## src/rtl/ct_pmp_chk_arb_if.sv

```systemverilog
// Bundle between the PA-check requesters, the shared ct_pmp_acc port, and the arbiter.
// The arbiter uses the slave modport. The requesters/accessor side uses the master modport.
interface ct_pmp_chk_arb_if #(
    parameter int NUM_REQ   = 4,
    parameter int PA_WIDTH  = 28,
    parameter int FLG_WIDTH = 4
);
    logic [NUM_REQ-1:0]          req_vld;
    logic [NUM_REQ*PA_WIDTH-1:0] req_pa;
    logic [NUM_REQ-1:0]          req_mprv;
    logic [NUM_REQ-1:0]          req_rdy;
    logic [NUM_REQ-1:0]          rsp_vld;
    logic [FLG_WIDTH-1:0]        rsp_flg;
    logic [PA_WIDTH-1:0]         arb_pmp_pa;
    logic                        arb_pmp_mprv;
    logic [FLG_WIDTH-1:0]        pmp_arb_flg;
    logic                        cp0_pmp_wreg;
    logic                        arb_busy;

    modport slave (
        input  req_vld, req_pa, req_mprv, pmp_arb_flg, cp0_pmp_wreg,
        output req_rdy, rsp_vld, rsp_flg, arb_pmp_pa, arb_pmp_mprv, arb_busy
    );

    modport master (
        output req_vld, req_pa, req_mprv, pmp_arb_flg, cp0_pmp_wreg,
        input  req_rdy, rsp_vld, rsp_flg, arb_pmp_pa, arb_pmp_mprv, arb_busy
    );
endinterface

```

## src/rtl/ct_pmp_chk_arb.sv

```systemverilog
// Round-robin sharing of one ct_pmp_acc lookup port among NUM_REQ PA-check requesters.
// The pipeline has two stages: grant/PA register, then flag capture. A CSR-write blackout keeps responses off a stale config.
module ct_pmp_chk_arb #(
    parameter int NUM_REQ   = 4,
    parameter int PA_WIDTH  = 28,
    parameter int FLG_WIDTH = 4
) (
    input  logic            forever_cpuclk,
    input  logic            cpurst,
    ct_pmp_chk_arb_if.slave pmp_bus
);
    localparam int IDW = $clog2(NUM_REQ);

    typedef enum logic {ST_RUN = 1'b0, ST_BLOCK = 1'b1} state_t;

    state_t               r_state, w_state_nxt;
    logic [NUM_REQ-1:0]   r_inflight;
    logic [IDW-1:0]       r_rr_ptr;
    logic [NUM_REQ-1:0]   w_elig, w_gnt_oh, w_s1_clr;
    logic [IDW-1:0]       w_win;
    logic                 w_found, w_gnt, w_promote;

    logic                 r_s1_vld;
    logic [IDW-1:0]       r_s1_id;
    logic [PA_WIDTH-1:0]  r_s1_pa;
    logic                 r_s1_mprv;
    logic                 r_s2_vld;
    logic [IDW-1:0]       r_s2_id;
    logic [FLG_WIDTH-1:0] r_s2_flg;

    // BLOCK lasts exactly as long as the write strobe, delayed by one cycle
    always_comb begin
        w_state_nxt = r_state;
        w_state_nxt = pmp_bus.cp0_pmp_wreg ? ST_BLOCK : ST_RUN;
    end

    assign w_elig = pmp_bus.req_vld & ~r_inflight;

    always_comb begin : rr_pick
        logic [IDW-1:0] w_idx;
        w_found = 1'b0;
        w_win   = '0;
        w_idx   = '0;
        for (int k = 1; k <= NUM_REQ; k++) begin
            w_idx = IDW'((int'(r_rr_ptr) + k) % NUM_REQ);
            if (!w_found && w_elig[w_idx]) begin
                w_found = 1'b1;
                w_win   = w_idx;
            end
        end
    end

    assign w_gnt     = (r_state == ST_RUN) & ~pmp_bus.cp0_pmp_wreg & ~cpurst & w_found;
    assign w_gnt_oh  = w_gnt ? (NUM_REQ'(1) << w_win) : '0;
    // A stage-1 entry frees its requester on leaving, whether it is promoted or squashed
    assign w_s1_clr  = r_s1_vld ? (NUM_REQ'(1) << r_s1_id) : '0;
    assign w_promote = r_s1_vld & ~pmp_bus.cp0_pmp_wreg;

    // Stage 0 -> 1: grant and register PA. Stage 1 -> 2: capture accessor flags.
    always_ff @(posedge forever_cpuclk) begin
        if (cpurst) begin
            r_state    <= ST_RUN;
            r_s1_vld   <= 1'b0;
            r_s2_vld   <= 1'b0;
            r_inflight <= '0;
            r_rr_ptr   <= IDW'(NUM_REQ - 1);
            r_s1_pa    <= '0;
            r_s1_mprv  <= 1'b0;
            r_s2_flg   <= '0;
        end else begin
            r_state    <= w_state_nxt;
            r_s1_vld   <= w_gnt;
            r_s2_vld   <= w_promote;
            r_inflight <= (r_inflight & ~w_s1_clr) | w_gnt_oh;
            if (w_gnt) begin
                r_rr_ptr  <= w_win;
                r_s1_pa   <= pmp_bus.req_pa[w_win*PA_WIDTH +: PA_WIDTH];
                r_s1_mprv <= pmp_bus.req_mprv[w_win];
            end
            if (w_promote) begin
                r_s2_flg <= pmp_bus.pmp_arb_flg;
            end
        end
    end

    always_ff @(posedge forever_cpuclk) begin
        if (w_gnt) begin
            r_s1_id <= w_win;
        end
        if (w_promote) begin
            r_s2_id <= r_s1_id;
        end
    end

    assign pmp_bus.req_rdy      = w_gnt_oh;
    assign pmp_bus.rsp_vld      = r_s2_vld ? (NUM_REQ'(1) << r_s2_id) : '0;
    assign pmp_bus.rsp_flg      = r_s2_flg;
    assign pmp_bus.arb_pmp_pa   = r_s1_pa;
    assign pmp_bus.arb_pmp_mprv = r_s1_mprv;
    assign pmp_bus.arb_busy     = r_s1_vld | r_s2_vld | (r_state == ST_BLOCK);
endmodule

```

## src/flat_wrapper.sv

```systemverilog
// flat-port wrapper written by rule: the top's interface ports become plain ports
module ct_pmp_chk_arb_flat 
#(
    parameter int NUM_REQ   = 4,
    parameter int PA_WIDTH  = 28,
    parameter int FLG_WIDTH = 4
)
  (forever_cpuclk, cpurst, pmp_bus_req_vld, pmp_bus_req_pa, pmp_bus_req_mprv, pmp_bus_pmp_arb_flg, pmp_bus_cp0_pmp_wreg, pmp_bus_req_rdy, pmp_bus_rsp_vld, pmp_bus_rsp_flg, pmp_bus_arb_pmp_pa, pmp_bus_arb_pmp_mprv, pmp_bus_arb_busy);
  ct_pmp_chk_arb_if #(.NUM_REQ(NUM_REQ), .PA_WIDTH(PA_WIDTH), .FLG_WIDTH(FLG_WIDTH)) pmp_bus_i ();
  input  logic forever_cpuclk;
  input  logic cpurst;
  input wire logic [$bits(pmp_bus_i.req_vld)-1:0] pmp_bus_req_vld;
  input wire logic [$bits(pmp_bus_i.req_pa)-1:0] pmp_bus_req_pa;
  input wire logic [$bits(pmp_bus_i.req_mprv)-1:0] pmp_bus_req_mprv;
  input wire logic [$bits(pmp_bus_i.pmp_arb_flg)-1:0] pmp_bus_pmp_arb_flg;
  input wire logic [$bits(pmp_bus_i.cp0_pmp_wreg)-1:0] pmp_bus_cp0_pmp_wreg;
  output wire logic [$bits(pmp_bus_i.req_rdy)-1:0] pmp_bus_req_rdy;
  output wire logic [$bits(pmp_bus_i.rsp_vld)-1:0] pmp_bus_rsp_vld;
  output wire logic [$bits(pmp_bus_i.rsp_flg)-1:0] pmp_bus_rsp_flg;
  output wire logic [$bits(pmp_bus_i.arb_pmp_pa)-1:0] pmp_bus_arb_pmp_pa;
  output wire logic [$bits(pmp_bus_i.arb_pmp_mprv)-1:0] pmp_bus_arb_pmp_mprv;
  output wire logic [$bits(pmp_bus_i.arb_busy)-1:0] pmp_bus_arb_busy;
  assign pmp_bus_i.req_vld = pmp_bus_req_vld;
  assign pmp_bus_i.req_pa = pmp_bus_req_pa;
  assign pmp_bus_i.req_mprv = pmp_bus_req_mprv;
  assign pmp_bus_i.pmp_arb_flg = pmp_bus_pmp_arb_flg;
  assign pmp_bus_i.cp0_pmp_wreg = pmp_bus_cp0_pmp_wreg;
  assign pmp_bus_req_rdy = pmp_bus_i.req_rdy;
  assign pmp_bus_rsp_vld = pmp_bus_i.rsp_vld;
  assign pmp_bus_rsp_flg = pmp_bus_i.rsp_flg;
  assign pmp_bus_arb_pmp_pa = pmp_bus_i.arb_pmp_pa;
  assign pmp_bus_arb_pmp_mprv = pmp_bus_i.arb_pmp_mprv;
  assign pmp_bus_arb_busy = pmp_bus_i.arb_busy;
  ct_pmp_chk_arb #(.NUM_REQ(NUM_REQ), .PA_WIDTH(PA_WIDTH), .FLG_WIDTH(FLG_WIDTH)) u_core (.forever_cpuclk(forever_cpuclk), .cpurst(cpurst), .pmp_bus(pmp_bus_i));
endmodule
```

## config.mk

```make
export PLATFORM = sky130hd
export DESIGN_NAME = ct_pmp_chk_arb_flat
export DESIGN_NICKNAME = d
export VERILOG_FILES = /design/src/rtl/ct_pmp_chk_arb_if.sv /design/src/rtl/ct_pmp_chk_arb.sv /design/src/flat_wrapper.sv
export SDC_FILE = /design/constraint.sdc
export NUM_CORES = 1
export LEC_CHECK = 0
export ABC_CLOCK_PERIOD_IN_PS = 2200
export CAP_MARGIN = 5
export CORE_MARGIN = 4
export CORE_UTILIZATION = 39
export CTS_CLUSTER_DIAMETER = 60
export DETAILED_ROUTE_END_ITERATION = 12
export PLACE_DENSITY_LB_ADDON = 0.25
export SLEW_MARGIN = 10
export SYNTH_ARGS = -nofsm -noshare
export SYNTH_HDL_FRONTEND = slang
export SYNTH_SLANG_ARGS = --single-unit
```

## constraint.sdc

```tcl
create_clock -name forever_cpuclk -period 2.2 [get_ports forever_cpuclk]
set_input_delay 0.44 -clock forever_cpuclk [delete_from_list [all_inputs] [get_ports forever_cpuclk]]
set_output_delay 0.44 -clock forever_cpuclk [all_outputs]
set_load 0.02 [all_outputs]
```

==> flow_summary_export.csv, run 1 <==
group,metric,value,unit
power_and_ir_drop,p_leak,2.16,nW
synthesis,synth_top_area_share,0.289,
floorplanning,core,7250,µm²
drt,drtAntennaViolNets,0,
setup_path,critPathArrivalTime,1750,ps
layout,drive_above_1_share,0.178,
placed_design,placed_area,4930,µm²
setup_path,crit_buf_inv,3,
placed_design,portBuffers,168,
synthesis,synth_seq_area_share,0.330,
setup_path,critPathSlowestCell,"dfxtp_4",
floorplanning,initial_core_util,0.402,
floorplanning,die_h,94.4,µm
job,timing.max_cap.violations,0,
synthesis,yosysWarnings,0,
setup_path,cp_slowest_stage_delay,370,ps
drt,post_drt_wl_per_cell,17.2,µm
timing,whs,493,ps
synthesis,ys_seq_elements,46,
synthesis,syn_nets,469,
setup_path,r2r_end,"u_core.r_inflight[0]$_SDFF_PP0_",
setup_path,path_class,"flop to output pin",
floorplanning,rows,31,
synthesis,ys_types,37,
setup_path,cpMostUsedCell,"inv_2",
drt,viasPerCell,5.37,
drt,drc_errors,0,
timing,fin_crit,2190,ps
clocking,clk_pin_slew,90,ps
clocking,h-tree-depth,2,
power_and_ir_drop,p_total,2.81,mW
setup_path,cp_top_family,"compound AO/OA/AOI/OAI gates",
drt,drtIter0Drc,157,
clocking,insertion_delay,300,ps
synthesis,netlist_area,2910,µm²
setup_path,cp_data_required_time,1760,ps
placed_design,routabilityCongestion,0.934,
placed_design,dp_hpwl,8.28,mm
timing,fmax,457,MHz
timing,slew_violations,0,
clocking,cts_made_buffers,5,
grt,grt_pass1_wl,17.0,mm
floorplanning,design.die.area,8920,µm²
timing,relSlewSlack,0.713,
clocking,clock-root-buffer,"clkbuf_8",
setup_path,endpoint_kind,"output pin",
worst_hold_path,min_path_type,"flop to flop",
synthesis,synthCells,342,
worst_hold_path,hold_end,"u_core.pmp_bus.arb_pmp_pa[3]$_SDFFE_PP0P_",
grt,antenna_found_initial,0,
timing,finalSetupViolCount,0,
worst_hold_path,holdPathStages,2,
layout,post-route-util,0.727,
setup_path,r2r_start,"u_core.r_inflight[0]$_SDFF_PP0_",
setup_path,crit_path_cell_trace,"nand2b_4 -> a211o_1 -> a21oi_4 -> inv_2 -> nand2_2 -> inv_2 -> buf_6",
floorplanning,die_w,94.4,µm
timing,period_share,0.995,
clocking,clockBufferDepth,2,
grt,globalRouteOverflowTotal,0,
synthesis,synth_area_leader_cell,"dfxtp_1",
synthesis,synth_area_leaders,"dfxtp_1, mux2i_1, nand2_1",
grt,grt_max_degree,36,
timing,worst_pin_slew,429,ps
timing,hold_viol,0,
power_and_ir_drop,powerDensity,532,nW/µm²
grt,grt_usage,0.240,
layout,area_growth,81.0,%
layout,layout.nets,670,
layout,fin_area,5270,µm²
drt,vias,3453,
clocking,cts.sinks,46,
timing,fin_skew,4.57,ps
setup_path,worst_r2r_path_depth,11,
setup_path,crit_fanout,4,
timing,rsz0062_at_grt,"true",
layout,diodes,0,
floorplanning,pin_count,169,
outcome,status,"finished clean",
drt,wl,11.1,mm
synthesis,synth_area_per_cell,8.52,µm²
grt,first_global_vias,3512,
power_and_ir_drop,peakVddDrop,0.000284,V
drt,drt-pass1-iter-count,5,
setup_path,r2r_slack,50,ps
clocking,cts_tree,"built",
setup_path,cp-start-kind,"flop",
worst_hold_path,hp-start,"u_core.pmp_bus.arb_pmp_pa[3]$_SDFFE_PP0P_",
timing,tns,0,ps
[cells in the mapped netlist]
library cell,count
a21oi_1,12
and3_1,1
a21oi_2,1
mux2i_1,54
or3_1,1
o211ai_1,16
edfxtp_1,4
nand3_1,6
o41ai_2,1
nor3b_1,3
a211o_1,4
a211oi_1,4
nor2_1,12
buf_4,4
buf_2,5
clkbuf_1,15
nand2_1,48
nand3b_1,14
buf_1,1
inv_2,4
nor3_2,1
o21ai_0,4
dfxtp_1,42
o311ai_0,4
a21o_1,4
o2bb2ai_1,4
and3b_1,1
nor4b_1,1
nor2b_1,7
o21ai_1,1
o221ai_1,14
a31oi_1,26
nand2b_1,5
a211oi_4,1
o21bai_1,1
buf_6,2
inv_1,14
[power by group]
group / switching, mW / internal (mW) / leakage, nW / total [mW]
clock network: 0.321 / 0.346 / 0.0563 / 0.667
logic: 0.519 / 0.633 / 1.72 / 1.15
registers: 0.0552 / 0.932 / 0.384 / 0.987
[metal layers]
metal,vias up,routed length (µm),track usage
met5,-,0,0
met4,0,274,0.0770
met3,23,597,0.0438
met2,116,6010,0.444
met1,1644,4200,0.278
li1,1670,-,-
[metrics by stage]
step                cells  setup WS [ps]
finish                643           11.1
global route          643          -45.3
global placement      621           -662
CTS                   640         0.0362
floorplan             342           53.6
detailed placement    621           -742
[cells by family (layout without fill, tap and decap cells)]
logic type	count (synthesis)	after routing	share of synthesized area
AND/OR/NAND/NOR	100	100	0.171
AO/OA/AOI/OAI	97	97	0.243
multiplexers	54	54	0.186
flip-flops	46	46	0.330
buffers and inverters	45	247	0.0704
[flip-flops by register name, summed over array words and instances, names as in the netlist]
signal / cells
u_core.pmp_bus.arb_pmp_pa: 28
u_core.pmp_bus.rsp_flg: 4
u_core.r_inflight: 4
u_core.r_rr_ptr: 2
u_core.r_s1_id: 2
u_core.r_s2_id: 2
u_core.pmp_bus.arb_pmp_mprv: 1
u_core.r_s1_vld: 1
u_core.r_s2_vld: 1
u_core.r_state: 1
[cell type report]
class                   count  area, µm²
well taps                  99        124
clock inverters             3       48.8
multi-input cells         251       1870
inverters                  18       67.6
repair buffers            221       2120
flip-flops and latches     46        972
clock buffers               5       68.8
fillers                   584       1980
[repair_timing]
| item | CTS | global route |
|---|---|---|
| setup endpoints to repair | 30 | 23 |
| pin swaps | 6 | 4 |
| hold buffers | 0 | 0 |
| buffers inserted | 11 | 3 |
| resized for setup | 53 | 15 |
[how the worst max path moves through the flow]
stage	start	slack (ps)	to	cells past startpoint
6_report	u_core.r_inflight[0]$_SDFF_PP0_	10	pmp_bus_req_rdy[1]	7
3_5_place_dp	pmp_bus_req_vld[1]	-740	pmp_bus_req_rdy[3]	8
4_1_cts	u_core.r_inflight[2]$_SDFF_PP0_	0.04	pmp_bus_req_rdy[3]	7
2_1_floorplan	pmp_bus_req_vld[1]	50	pmp_bus_req_rdy[0]	7
3_3_place_gp	pmp_bus_req_vld[2]	-660	pmp_bus_req_rdy[3]	8
5_1_grt	u_core.r_rr_ptr[1]$_SDFFE_PP1P_	-50	pmp_bus_req_rdy[0]	6
[worst reg2reg max path, delay by kind of cell, from the launching register on]
kind	cells	cell delay (ps)
flops	1	370
compound gates	3	690
simple gates	2	250
buf+inv	6	750
[cell usage in the layout (no fill, tap or decap), types with 2 or more instances in the layout]
cell type and count:
a31oi_1 26, a21oi_1 10, o2bb2ai_1 4, o311ai_0 4, nor2b_1 3, mux2i_1 54
dfxtp_2 3, edfxtp_1 4, dlygate4sd2_1 4, nand3b_1 14, a21oi_4 3, nand2_1 45
o211ai_1 16, o221ai_1 14, nand3_2 2, nor2_1 12, nor3b_2 2, inv_2 6
nand2b_4 2, nor2b_4 4, a21o_1 4, a211oi_1 4, nand3_1 4, o21ai_0 4
buf_6 5, nand2b_1 3, buf_4 48, a211o_1 4, dfxtp_1 37, nand2_2 3
clkdlybuf4s50_1 158, buf_12 3, clkbuf_8 5, dfxtp_4 2, inv_1 12
(Power assumes the default switching activity.)
==> inputs of run 2 (changes only) <==
--- a/config.mk
+++ b/config.mk
@@ -12,6 +12,7 @@
 export CTS_CLUSTER_DIAMETER = 60
 export DETAILED_ROUTE_END_ITERATION = 12
 export PLACE_DENSITY_LB_ADDON = 0.25
+export SKIP_CTS_REPAIR_TIMING = 1
 export SLEW_MARGIN = 10
 export SYNTH_ARGS = -nofsm -noshare
 export SYNTH_HDL_FRONTEND = slang
==> run 2 against run 1 <==
- worst setup slack got worse by 3.7 ps
- hold slack worse by 1.4 ps
- via count fell by 1.2%
- clock skew grew 0.61 ps
- register-to-register slack is essentially flat
- global-route usage is 1.2 points lower
- routed wire length shrank 4.2%
- count of clock-buffer cells in the layout unchanged
- sequential share of layout area increased by 0.12 points
- largest cell class unchanged
==> flow_summary_export.csv, run 2 (synthesized netlist as in run 1, its figures left out) <==
group,metric,value,unit
timing,finalSetupViolCount,0,
timing,fin_crit,2190,ps
drt,drtAntennaViolNets,0,
drt,drt-pass1-iter-count,5,
setup_path,endpoint_kind,"output pin",
drt,wl,10.6,mm
grt,globalRouteOverflowTotal,0,
outcome,status,"finished clean",
timing,period_share,0.997,
floorplanning,initial_core_util,0.402,
grt,grt_usage,0.228,
clocking,cts_tree,"built",
setup_path,cp-start-kind,"flop",
power_and_ir_drop,p_seq_frac,0.354,
timing,rsz0062_at_grt,"true",
layout,layout.nets,661,
setup_path,r2r_start,"u_core.r_inflight[2]$_SDFF_PP0_",
power_and_ir_drop,swShare,0.318,
layout,area_growth,79.3,%
drt,vias,3411,
clocking,insertion_delay,310,ps
setup_path,crit_fanout,4,
timing,slew_violations,0,
drt,post_drt_wl_per_cell,16.7,µm
layout,final_cells,634,
setup_path,critPathArrivalTime,1750,ps
placed_design,dp_hpwl,8.28,mm
timing,fmax,456,MHz
timing,relSlewSlack,0.727,
worst_hold_path,min_path_type,"flop to flop",
clocking,h-tree-depth,2,
power_and_ir_drop,peakVddDrop,0.000282,V
job,timing.max_cap.violations,0,
drt,drc_errors,0,
floorplanning,die_h,94.4,µm
drt,drtIter0Drc,172,
layout,largest_register_ffs,28,
placed_design,dpl.cell_count,621,
grt,grt_max_degree,36,
timing,fin_skew,5.19,ps
layout,drive_above_1_share,0.163,
power_and_ir_drop,power_frac_clock,0.239,
timing,worst_pin_slew,404,ps
setup_path,worst_r2r_path_depth,7,
setup_path,cp_data_required_time,1760,ps
floorplanning,die_w,94.4,µm
layout,diodes,0,
floorplanning,design.die.area,8920,µm²
power_and_ir_drop,powerDensity,535,nW/µm²
clocking,cts.sinks,46,
layout,final_common_cell,"clkdlybuf4s50_1",
setup_path,r2r_end,"u_core.pmp_bus.arb_pmp_pa[1]$_SDFFE_PP0P_",
power_and_ir_drop,p_comb_frac,0.407,
layout,layout_common_cells,"clkdlybuf4s50_1, mux2i_1, nand2_1",
grt,first_global_vias,3390,
floorplanning,pin_count,169,
grt,grt_pass1_wl,16.2,mm
placed_design,portBuffers,168,
placed_design,routabilityCongestion,0.934,
setup_path,cp-startpoint,"u_core.r_inflight[2]$_SDFF_PP0_",
clocking,cts_made_buffers,5,
setup_path,crit_end,"pmp_bus_req_rdy[3]",
timing,hold_viol,0,
power_and_ir_drop,netSwitchingPower,0.889,mW
clocking,clockBufferDepth,2,
layout,post-route-util,0.720,
clocking,clk_pin_slew,90,ps
drt,viasPerCell,5.38,
power_and_ir_drop,p_leak,2.17,nW
layout,fill_cells,585,
setup_path,r2r_slack,60,ps
floorplanning,core,7250,µm²
clocking,clock-root-buffer,"clkbuf_8",
floorplanning,rows,31,
power_and_ir_drop,p_total,2.79,mW
setup_path,path_class,"flop to output pin",
grt,antenna_found_initial,0,
power_and_ir_drop,p_int,1.90,mW
run 2: cell types whose count changed in the layout (fill, tap and decap cells not counted), sizes merged:
cell	change
dlymetal6s2s	+6
clkbuf	-1
dlygate4sd2	-4
buf	-9
clkdlybuf4s15	-1
run 2: area by class of cell:
type	instances	area [µm²]	area share
clock buffer	5	68.8	0.0132
multi-input combinational	251	1860	0.357
tap	99	124	0.0237
sequential	46	970	0.186
clock inverter	3	48.8	0.00934
timing repair buffer	212	2080	0.398
inverter	18	67.6	0.0129
run 2: how the worst min path moves through the flow:
stage / slack (ps) / end / start / depth (start not counted)
final: 490 / u_core.r_s2_id[1]$_DFFE_PP_ / u_core.r_s1_id[1]$_DFFE_PP_ / 0
after global routing: 530 / u_core.pmp_bus.arb_pmp_pa[3]$_SDFFE_PP0P_ / u_core.pmp_bus.arb_pmp_pa[3]$_SDFFE_PP0P_ / 2
after CTS: 490 / u_core.r_s2_id[1]$_DFFE_PP_ / u_core.r_s1_id[1]$_DFFE_PP_ / 0
after detailed placement: 470 / u_core.r_s2_id[1]$_DFFE_PP_ / u_core.r_s1_id[1]$_DFFE_PP_ / 0
after global placement: 450 / u_core.r_s2_id[1]$_DFFE_PP_ / u_core.r_s1_id[1]$_DFFE_PP_ / 0
after floorplan: 440 / u_core.r_s2_id[1]$_DFFE_PP_ / u_core.r_s1_id[1]$_DFFE_PP_ / 0
run 2: metrics by stage:
stage	hold slack [ps]	area (µm²)	setup slack, ps	TNS [ps]
global placement	451	4930	-662	-17150
floorplan	440	2910	53.6	0
finish	491	5220	7.42	0
detailed placement	467	4930	-742	-19370
CTS	490	5050	-755	-9940
global route	530	5220	-54.1	-439
run 2: worst max-delay path, cell delays in order, from the launching register on:
cell and delay [ps]:
dfxtp_4 380, nand2b_4 140, a211o_1 340, a21oi_4 260, inv_2 90, nand3_2 80
inv_2 40, buf_6 120
run 2: power by group through the flow:
stage               combinational [mW]  sequential [mW]  clock, mW
floorplan                        0.460             1.08          0
global placement                  1.07            0.997          0
detailed placement                1.09             1.00          0
CTS                               1.10            0.983      0.682
global route                      1.21            0.999      0.717
finish                            1.14            0.987      0.667
run 2: per-layer routing:
metal	GRT usage	wire [µm]
met1	0.273	4120
met2	0.407	5590
met3	0.0438	608
met4	0.0806	294
met5	0	0
==> inputs of run 3 (changes only) <==
--- a/config.mk
+++ b/config.mk
@@ -7,8 +7,10 @@
 export LEC_CHECK = 0
 export ABC_CLOCK_PERIOD_IN_PS = 2200
 export CAP_MARGIN = 5
+export CELL_PAD_IN_SITES_DETAIL_PLACEMENT = 1
+export CELL_PAD_IN_SITES_GLOBAL_PLACEMENT = 1
 export CORE_MARGIN = 4
-export CORE_UTILIZATION = 39
+export CORE_UTILIZATION = 27
 export CTS_CLUSTER_DIAMETER = 60
 export DETAILED_ROUTE_END_ITERATION = 12
 export PLACE_DENSITY_LB_ADDON = 0.25
==> run 3 against run 2 <==
- register-to-register slack hardly changed
- first-iteration DRC count is 48% lower
- sequential power hardly changed
- combinational power hardly changed
- count of clock-buffer cells in the layout is 1 higher
- routed wire length is 11% higher
- highest routed layer unchanged
==> flow_summary_export.csv, run 3 (synthesized netlist as in run 1, its figures left out) <==
group,metric,value,unit
layout,final_cells,662,
drt,drtIter0Drc,89,
clocking,cts_made_buffers,5,
layout,fin_area,5160,µm²
drt,post_drt_wl_per_cell,17.8,µm
worst_hold_path,hp-start,"u_core.pmp_bus.arb_pmp_pa[10]$_SDFFE_PP0P_",
setup_path,crit_path_cell_trace,"nand2b_4 -> a211o_1 -> a21oi_4 -> inv_2 -> nand3_2 -> inv_2 -> buf_6",
setup_path,r2r_start,"u_core.r_inflight[2]$_SDFF_PP0_",
clocking,cts_tree,"built",
floorplanning,die_w,112,µm
layout,layout_common_cells,"clkdlybuf4s50_1, mux2i_1, nand2_1",
setup_path,cp_top_family,"compound AO/OA/AOI/OAI gates",
timing,rsz0062_at_grt,"true",
grt,grt_pass1_wl,18.2,mm
timing,slew_violations,0,
drt,viasPerCell,5.04,
setup_path,cpMostUsedCell,"inv_2",
drt,drt-pass1-iter-count,4,
power_and_ir_drop,powerDensity,516,nW/µm²
worst_hold_path,holdPathStages,2,
timing,fin_skew,4.07,ps
setup_path,cp_data_required_time,1760,ps
grt,antenna_found_initial,0,
setup_path,r2r_slack,70,ps
timing,finalSetupViolCount,0,
timing,relSlewSlack,0.686,
floorplanning,pin_count,169,
power_and_ir_drop,p_leak,2.11,nW
outcome,status,"finished clean",
layout,final_common_cell,"clkdlybuf4s50_1",
setup_path,critPathSlowestCell,"dfxtp_4",
clocking,cts.sinks,46,
job,timing.max_cap.violations,0,
clocking,insertion_delay,300,ps
setup_path,endpoint_kind,"output pin",
placed_design,placed_area,4920,µm²
drt,wl,11.8,mm
timing,period_share,0.989,
worst_hold_path,min_path_type,"flop to flop",
floorplanning,initial_core_util,0.280,
setup_path,r2r_end,"u_core.pmp_bus.arb_pmp_pa[16]$_SDFFE_PP0P_",
placed_design,routabilityCongestion,0.812,
grt,grt_usage,0.179,
drt,drtAntennaViolNets,0,
grt,first_global_vias,3474,
floorplanning,die_h,112,µm
setup_path,crit_buf_inv,3,
setup_path,critical_path_depth,7,
timing,fmax,459,MHz
timing,worst_pin_slew,471,ps
grt,grt_max_degree,36,
layout,drive_above_1_share,0.143,
drt,drc_errors,0,
setup_path,cp_slowest_stage_delay,360,ps
placed_design,dpl.cell_count,649,
floorplanning,design.die.area,12500,µm²
setup_path,critPathArrivalTime,1740,ps
layout,diodes,0,
timing,fin_crit,2180,ps
setup_path,path_class,"flop to output pin",
setup_path,worst_r2r_path_depth,6,
setup_path,crit_end,"pmp_bus_req_rdy[3]",
clocking,clock-root-buffer,"clkbuf_8",
layout,layout.nets,652,
clocking,h-tree-depth,2,
power_and_ir_drop,peakVddDrop,0.000261,V
layout,largest_register_ffs,28,
floorplanning,rows,37,
clocking,clockBufferDepth,2,
timing,whs,490,ps
drt,vias,3336,
placed_design,portBuffers,168,
layout,area_growth,77.3,%
setup_path,cp-startpoint,"u_core.r_inflight[2]$_SDFF_PP0_",
setup_path,cp-start-kind,"flop",
clocking,clk_pin_slew,90,ps
placed_design,dp_hpwl,9.32,mm
setup_path,crit_fanout,5,
grt,globalRouteOverflowTotal,0,
timing,hold_viol,0,
floorplanning,core,10400,µm²
-- run 3: layer usage --
metal / GRT usage / vias to the layer above / part of all wire
met3: 0.0495 / 15 / 0.065
met5: 0 / - / 0
li1: - / 1629 / -
met1: 0.209 / 1584 / 0.40
met2: 0.325 / 108 / 0.52
met4: 0.0414 / 0 / 0.016
-- run 3: metrics by stage --
step / util / setup WS (ps) / setup TNS [ps] / total power [mW]
finish: 0.496 / 23.1 / 0 / 2.67
global route: 0.496 / -107 / -917 / 2.82
CTS: 0.482 / -808 / -7670 / 2.68
detailed placement: 0.472 / -790 / -17140 / 2.11
global placement: 0.472 / -689 / -13870 / 2.08
floorplan: - / 53.6 / 0 / 1.54
-- run 3: worst register-to-register path: cells and delay by family, from the launching register on --
family                 cells  cell delay, ps
multiplexers               1             330
flip-flops                 1             360
AND/OR/NAND/NOR            1             140
AO/OA/AOI/OAI              3             740
buffers and inverters      1             450
-- run 3: power breakdown --
part | total, mW | leakage (nW) | internal (mW) | switching [mW]
sequential | 0.987 | 0.384 | 0.931 | 0.0555
clock | 0.557 | 0.0472 | 0.253 | 0.304
combinational | 1.12 | 1.68 | 0.603 | 0.518
total | 2.67 | 2.11 | 1.79 | 0.878
-- run 3: worst min path at each step --
| stage | to | slack, ps |
|---|---|---|
| finish | u_core.pmp_bus.arb_pmp_pa[10]$_SDFFE_PP0P_ | 490 |
| global route | u_core.pmp_bus.arb_pmp_pa[4]$_SDFFE_PP0P_ | 520 |
| CTS | u_core.pmp_bus.arb_pmp_pa[10]$_SDFFE_PP0P_ | 490 |
| detailed placement | u_core.pmp_bus.arb_pmp_pa[22]$_SDFFE_PP0P_ | 470 |
| global placement | u_core.pmp_bus.arb_pmp_pa[18]$_SDFFE_PP0P_ | 470 |
| floorplan | u_core.r_s2_id[1]$_DFFE_PP_ | 440 |
-- run 3: cell type report --
cell class	instances	area, µm²
fillers	1218	5250
clock buffers	6	82.6
repair buffers	203	2010
inverters	18	67.6
well taps	136	170
flip-flops and latches	46	971
multi-input cells	251	1850
clock inverters	2	12.5
